**src/rtl/prog_loader_if.sv**
```systemverilog
// Host byte link plus program-memory write port for prog_loader.
// slave = loader side, master = host/memory side.
interface prog_loader_if #(parameter int ADDR_W = 10);
  logic              in_valid;
  logic [7:0]        in_data;
  logic              in_ready;
  logic              pm_we;
  logic [ADDR_W-1:0] pm_addr;
  logic [13:0]       pm_wdata;

  modport slave  (input in_valid, in_data, output in_ready, pm_we, pm_addr, pm_wdata);
  modport master (output in_valid, in_data, input in_ready, pm_we, pm_addr, pm_wdata);
endinterface

```
**src/rtl/prog_loader.sv**
```systemverilog
// Length-prefixed byte-stream loader: fills 14-bit program memory, then releases the CPU.
// Optional trailing mod-256 checksum byte enabled by PROG_LOADER_CHECKSUM_EN.
module prog_loader #(
  parameter int ADDR_W = 10
) (
  input  logic          clk,
  input  logic          reset,
  prog_loader_if.slave  bus,
  input  logic          reload,
  output logic          cpu_reset,
  output logic          done,
  output logic          error
);
  localparam int          DEPTH   = 2 ** ADDR_W;
  localparam logic [16:0] DEPTH17 = 17'(DEPTH);

  localparam logic [2:0] CNT_HI = 3'd0;
  localparam logic [2:0] CNT_LO = 3'd1;
  localparam logic [2:0] W_HI   = 3'd2;
  localparam logic [2:0] W_LO   = 3'd3;
  localparam logic [2:0] RUN    = 3'd5;
  localparam logic [2:0] ERR    = 3'd6;
`ifdef PROG_LOADER_CHECKSUM_EN
  localparam logic [2:0] CHK    = 3'd4;
  localparam logic [2:0] AFTER_LAST = CHK;
`else
  localparam logic [2:0] AFTER_LAST = RUN;
`endif

  logic [2:0]        state;
  logic [7:0]        cnt_hi;
  logic [15:0]       count;
  logic [ADDR_W-1:0] idx;
  logic [5:0]        w_hi;
  logic              accept;
  logic [15:0]       n_new;
  logic              last_word;
  logic              restart;

  always_comb begin
    bus.in_ready = 1'b0;
    if (!reset) begin
      case (state)
        CNT_HI, CNT_LO, W_HI, W_LO: bus.in_ready = 1'b1;
`ifdef PROG_LOADER_CHECKSUM_EN
        CHK:                        bus.in_ready = 1'b1;
`endif
        default:                    bus.in_ready = 1'b0;
      endcase
    end
  end

  assign accept    = bus.in_valid && bus.in_ready;
  assign n_new     = {cnt_hi, bus.in_data};
  // 17-bit compare so N-1 never underflows into a false match; N>=1 here anyway.
  assign last_word = ({{(17-ADDR_W){1'b0}}, idx} == ({1'b0, count} - 17'd1));
  assign restart   = reload && ((state == RUN) || (state == ERR));

`ifdef PROG_LOADER_CHECKSUM_EN
  logic [7:0] acc;

  always_ff @(posedge clk) begin
    if (reset || restart)              acc <= 8'd0;
    else if (accept && state != CHK)   acc <= acc + bus.in_data;
  end
`endif

  always_ff @(posedge clk) begin
    if (reset) begin
      state        <= CNT_HI;
      cnt_hi       <= 8'd0;
      count        <= 16'd0;
      idx          <= '0;
      w_hi         <= 6'd0;
      bus.pm_we    <= 1'b0;
      bus.pm_addr  <= '0;
      bus.pm_wdata <= 14'd0;
      cpu_reset    <= 1'b1;
      done         <= 1'b0;
      error        <= 1'b0;
    end else begin
      bus.pm_we <= 1'b0;
      case (state)
        CNT_HI: if (accept) begin
          cnt_hi <= bus.in_data;
          state  <= CNT_LO;
        end
        CNT_LO: if (accept) begin
          count <= n_new;
          idx   <= '0;
          if (n_new == 16'd0 || {1'b0, n_new} > DEPTH17) state <= ERR;
          else                                           state <= W_HI;
        end
        W_HI: if (accept) begin
          w_hi  <= bus.in_data[5:0];
          state <= W_LO;
        end
        W_LO: if (accept) begin
          bus.pm_we    <= 1'b1;
          bus.pm_addr  <= idx;
          bus.pm_wdata <= {w_hi, bus.in_data};
          if (last_word) state <= AFTER_LAST;
          else begin
            idx   <= idx + 1'b1;
            state <= W_HI;
          end
        end
`ifdef PROG_LOADER_CHECKSUM_EN
        CHK: if (accept) state <= (bus.in_data == acc) ? RUN : ERR;
`endif
        RUN: begin
          // Release lands one edge after RUN entry, so the final pm_we has retired.
          cpu_reset <= 1'b0;
          done      <= 1'b1;
          if (reload) begin
            state     <= CNT_HI;
            cpu_reset <= 1'b1;
            done      <= 1'b0;
            idx       <= '0;
          end
        end
        ERR: begin
          error <= 1'b1;
          if (reload) begin
            state     <= CNT_HI;
            cpu_reset <= 1'b1;
            error     <= 1'b0;
            idx       <= '0;
          end
        end
        default: state <= CNT_HI;
      endcase
    end
  end
endmodule
```
**src/flat_wrapper.sv**
```systemverilog
// flat-port wrapper written by rule: the top's interface ports become plain ports
module prog_loader_flat 
#(
  parameter int ADDR_W = 10
)
  (clk, reset, reload, cpu_reset, done, error, bus_in_valid, bus_in_data, bus_in_ready, bus_pm_we, bus_pm_addr, bus_pm_wdata);
  prog_loader_if #(.ADDR_W(ADDR_W)) bus_i ();
  input  logic clk;
  input  logic reset;
  input  logic reload;
  output logic cpu_reset;
  output logic done;
  output logic error;
  input wire logic [$bits(bus_i.in_valid)-1:0] bus_in_valid;
  input wire logic [$bits(bus_i.in_data)-1:0] bus_in_data;
  output wire logic [$bits(bus_i.in_ready)-1:0] bus_in_ready;
  output wire logic [$bits(bus_i.pm_we)-1:0] bus_pm_we;
  output wire logic [$bits(bus_i.pm_addr)-1:0] bus_pm_addr;
  output wire logic [$bits(bus_i.pm_wdata)-1:0] bus_pm_wdata;
  assign bus_i.in_valid = bus_in_valid;
  assign bus_i.in_data = bus_in_data;
  assign bus_in_ready = bus_i.in_ready;
  assign bus_pm_we = bus_i.pm_we;
  assign bus_pm_addr = bus_i.pm_addr;
  assign bus_pm_wdata = bus_i.pm_wdata;
  prog_loader #(.ADDR_W(ADDR_W)) u_core (.clk(clk), .reset(reset), .bus(bus_i), .reload(reload), .cpu_reset(cpu_reset), .done(done), .error(error));
endmodule
```
**config.mk**
```make
export PLATFORM = sky130hd
export DESIGN_NAME = prog_loader_flat
export DESIGN_NICKNAME = d
export VERILOG_FILES = /design/src/rtl/prog_loader_if.sv /design/src/rtl/prog_loader.sv /design/src/flat_wrapper.sv
export SDC_FILE = /design/constraint.sdc
export NUM_CORES = 1
export LEC_CHECK = 0
export ABC_AREA = 1
export BUFFER_PORTS_ARGS = -buffer_cell sky130_fd_sc_hd__buf_2
export CORE_ASPECT_RATIO = 0.6
export CORE_MARGIN = 1.5
export CORE_UTILIZATION = 58
export DETAILED_ROUTE_END_ITERATION = 6
export PLACE_DENSITY = 0.8
export SYNTH_ARGS = -nofsm -noshare
export SYNTH_HDL_FRONTEND = slang
export SYNTH_SLANG_ARGS = --single-unit
```
**constraint.sdc**
```tcl
create_clock -name clk -period 2.3 [get_ports clk]
set_clock_uncertainty 0.05 [all_clocks]
set_input_delay 0 -clock clk [delete_from_list [all_inputs] [get_ports clk]]
set_output_delay 0 -clock clk [all_outputs]
set_load 0.01 [all_outputs]
```
==> results.txt <==
Tmin final - 2160 ps
Via Count - 3447
Critical Path AT - 2340 ps
Die area - 6430 um2
Diodes inserted - 0
Seq/Total Area, Yosys - 41.3%
Clk buf depth - 2
Max FO, Critical Path - 8
R2r setup slk - 140 ps
Global route overflow - 0
FF/Latch Area - 1420 um2
Placed inst area - 3730 um2
Core area - 5650 um2
Root Driver - clkbuf_8
Most frequent cells in the layout - nand2_1, dfxtp_1, nor2_1
Hpwl dp - 6.35 mm
Status - completed
RR Endpoint - u_core.idx[2]
TritonCTS buffer count - 9
DRT Pass-1 Iters - 5
Final hold vios - 0
Static Leak - 1.84 nW
Hold-critical path endpoint - u_core.state[2]
FMAX - 463 MHz
Clock latency on the worst-skew pair - 350 ps
Final Power - 2.49 mW
GRT Max-Usage Layer - met2
CP Data Required Time - 2480 ps
CTS tree - built
Met2 Usage GRT - 44.6%
Crit start category - flop
Drt drc - 0
Avg Vias per Cell - 5.45
Initial Util - 61.0%
Initial antenna violation count - 0
Die Span Y - 62.7 um
Per-cell routed wire length - 14.1 um
Slew Viols, Final - 0
Synth Register Bits - 71
Area occupied by multi-input gates - 1740 um2
Top Ports - 41
Library cells used by synthesis - 33
Final instance area - 4030 um2
Vias in the first global route - 3266
Initial DRC Count - 265
Largest net degree at the start of global routing - 55
Type of the worst min-delay path - input port to flop
Element type at the critical path end - flop
Sink Count - 71
Synth Net Count - 509
# nets final - 561
Layout area overhead - 17.0%
R2R Path Start - u_core.count[1]
Die width - 102 um
Setup-failing EPs final - 0
Syn_area_per_cell - 6.96 um2
GRT Util Overall - 30.3%
Pwr Density - 618 nW/um2
Met1 usage - 43.6%
Worst vdd ir - 0.376 mV
Worst-margin pin slew - 437 ps
Cells after Synth - 495
Yosys warnings - 0
Most common cell after layout, fill and taps aside - nand2_1
Reg clk slew, reported paths - 80 ps
Antenna Violating Nets Remaining - 0
First-pass GRT wire length - 15.1 mm
Hold_sp - bus_in_valid
Routed wire length - 8.90 mm
Hold Crit Depth - 5
Layout cells sized above 1 - 16.3%
I/O Buffers - 40
Setup Crit Path Kind - flop to flop
Synthesized area - 3440 um2
Met3 usage - 8.17%
Num rows - 21
H-tree lvl count - 3
Relative slew slack - 70.9%
Worst Hold Margin - 232 ps
Max-cap viol count - 0
Placer Congestion - 0.903
Tcrit/Tclk final - 93.9%
Fillcell total - 463
Reg2Reg Depth - 12
## synthesized netlist by cell type
master,n,share of area [%]
a211oi_1,1,0.22
a21oi_1,53,7.7
a21oi_2,2,0.51
buf_1,1,0.11
buf_2,6,0.87
buf_6,1,0.33
clkbuf_1,11,1.2
clkbuf_2,2,0.29
clkinv_1,2,0.22
dfxtp_1,71,41
ha_1,2,0.73
inv_1,47,5.1
inv_2,3,0.33
nand2_1,85,9.3
nand2_2,4,0.73
nand2_4,1,0.33
nand3_1,30,4.4
nand3_2,1,0.29
nand3b_1,1,0.22
nand4_1,8,1.5
nor2_1,70,7.6
nor2_2,2,0.36
nor2_4,4,1.3
nor3_1,3,0.44
nor3_4,1,0.47
nor3b_1,2,0.44
nor4_1,2,0.36
o21ai_0,57,8.3
o21ai_1,2,0.29
o31ai_1,1,0.22
or2_2,2,0.36
xnor2_1,7,1.8
xor2_1,10,2.5
## area by class of cell
type	count	area share [%]
Tap cell	80	2.48
Clock buffer	10	3.41
Clock inverter	6	1.12
Sequential cell	71	35.3
Timing Repair Buffer	62	9.68
Inverter	52	4.84
Multi-Input combinational cell	351	43.2
## cells by family after synthesis
family | share of synthesized area (%)
flops | 41.3
buf+inv | 8.46
fa+ha+maj | 0.726
xor+xnor | 4.32
compound gates | 17.2
simple gates | 28.0
## worst max-delay path, cell delays in order, from the launching register on
cell     delay (ps)
dfxtp_1         430
inv_1            80
ha_2            330
xnor2_1          60
nor2_1          160
nand2_1          70
nor2_1          140
nand3_1         100
nor2_1          140
nand3_2         140
buf_4           210
nand3_1          70
a21oi_1          70
## how the worst max path moves through the flow
stage,from,end,slack [ps]
final,u_core.count[1],u_core.idx[2],140
after global routing,u_core.count[0],u_core.idx[7],-9
after CTS,u_core.count[0],u_core.idx[2],100
after detailed placement,u_core.count[1],u_core.idx[5],140
after global placement,u_core.count[0],u_core.idx[7],230
after floorplan,u_core.count[0],u_core.state[0],440
## registers in the layout, indices dropped and copies added (netlist names)
register / flops
u_core.error: 1
u_core.idx: 10
u_core.bus.pm_wdata: 14
u_core.bus.pm_addr: 10
u_core.cpu_reset: 1
u_core.cnt_hi: 8
u_core.state: 3
u_core.w_hi: 6
u_core.count: 16
u_core.bus.pm_we: 1
u_core.done: 1
## repair_timing
action	in CTS	in global routing
gates resized for setup	0	3
endpoints found under the hold margin	39	0
setup endpoints to repair	0	10
hold buffers	10	0
setup buffers	0	1
## report_power, final
group / internal [mW] / leakage (nW) / switching, mW
logic: 0.107 / 1.18 / 0.188
registers: 1.25 / 0.574 / 0.0224
clock network: 0.424 / 0.0849 / 0.500
total: 1.78 / 1.84 / 0.710
## metrics by stage
step / setup WS, ps / cells / TNS, ps / utilization (%)
detailed placement: 142 / 605 / 0 / 66.0
global placement: 226 / 605 / 0 / 66.0
CTS: 98.6 / 631 / 0 / 71.1
floorplan: 444 / 495 / 0 / -
global route: -9.09 / 632 / -15.4 / 71.4
finish: 140 / 632 / 0 / 71.4
## routing by layer
layer / up-vias / share of wire, % / routed length, um
met5: - / 0 / 0
met4: 0 / 1.1 / 101
met1: 1586 / 48 / 4240
met2: 137 / 43 / 3810
met3: 12 / 8.4 / 745
li1: 1712 / - / -
No activity file was read; power rests on OpenSTA's default activity.
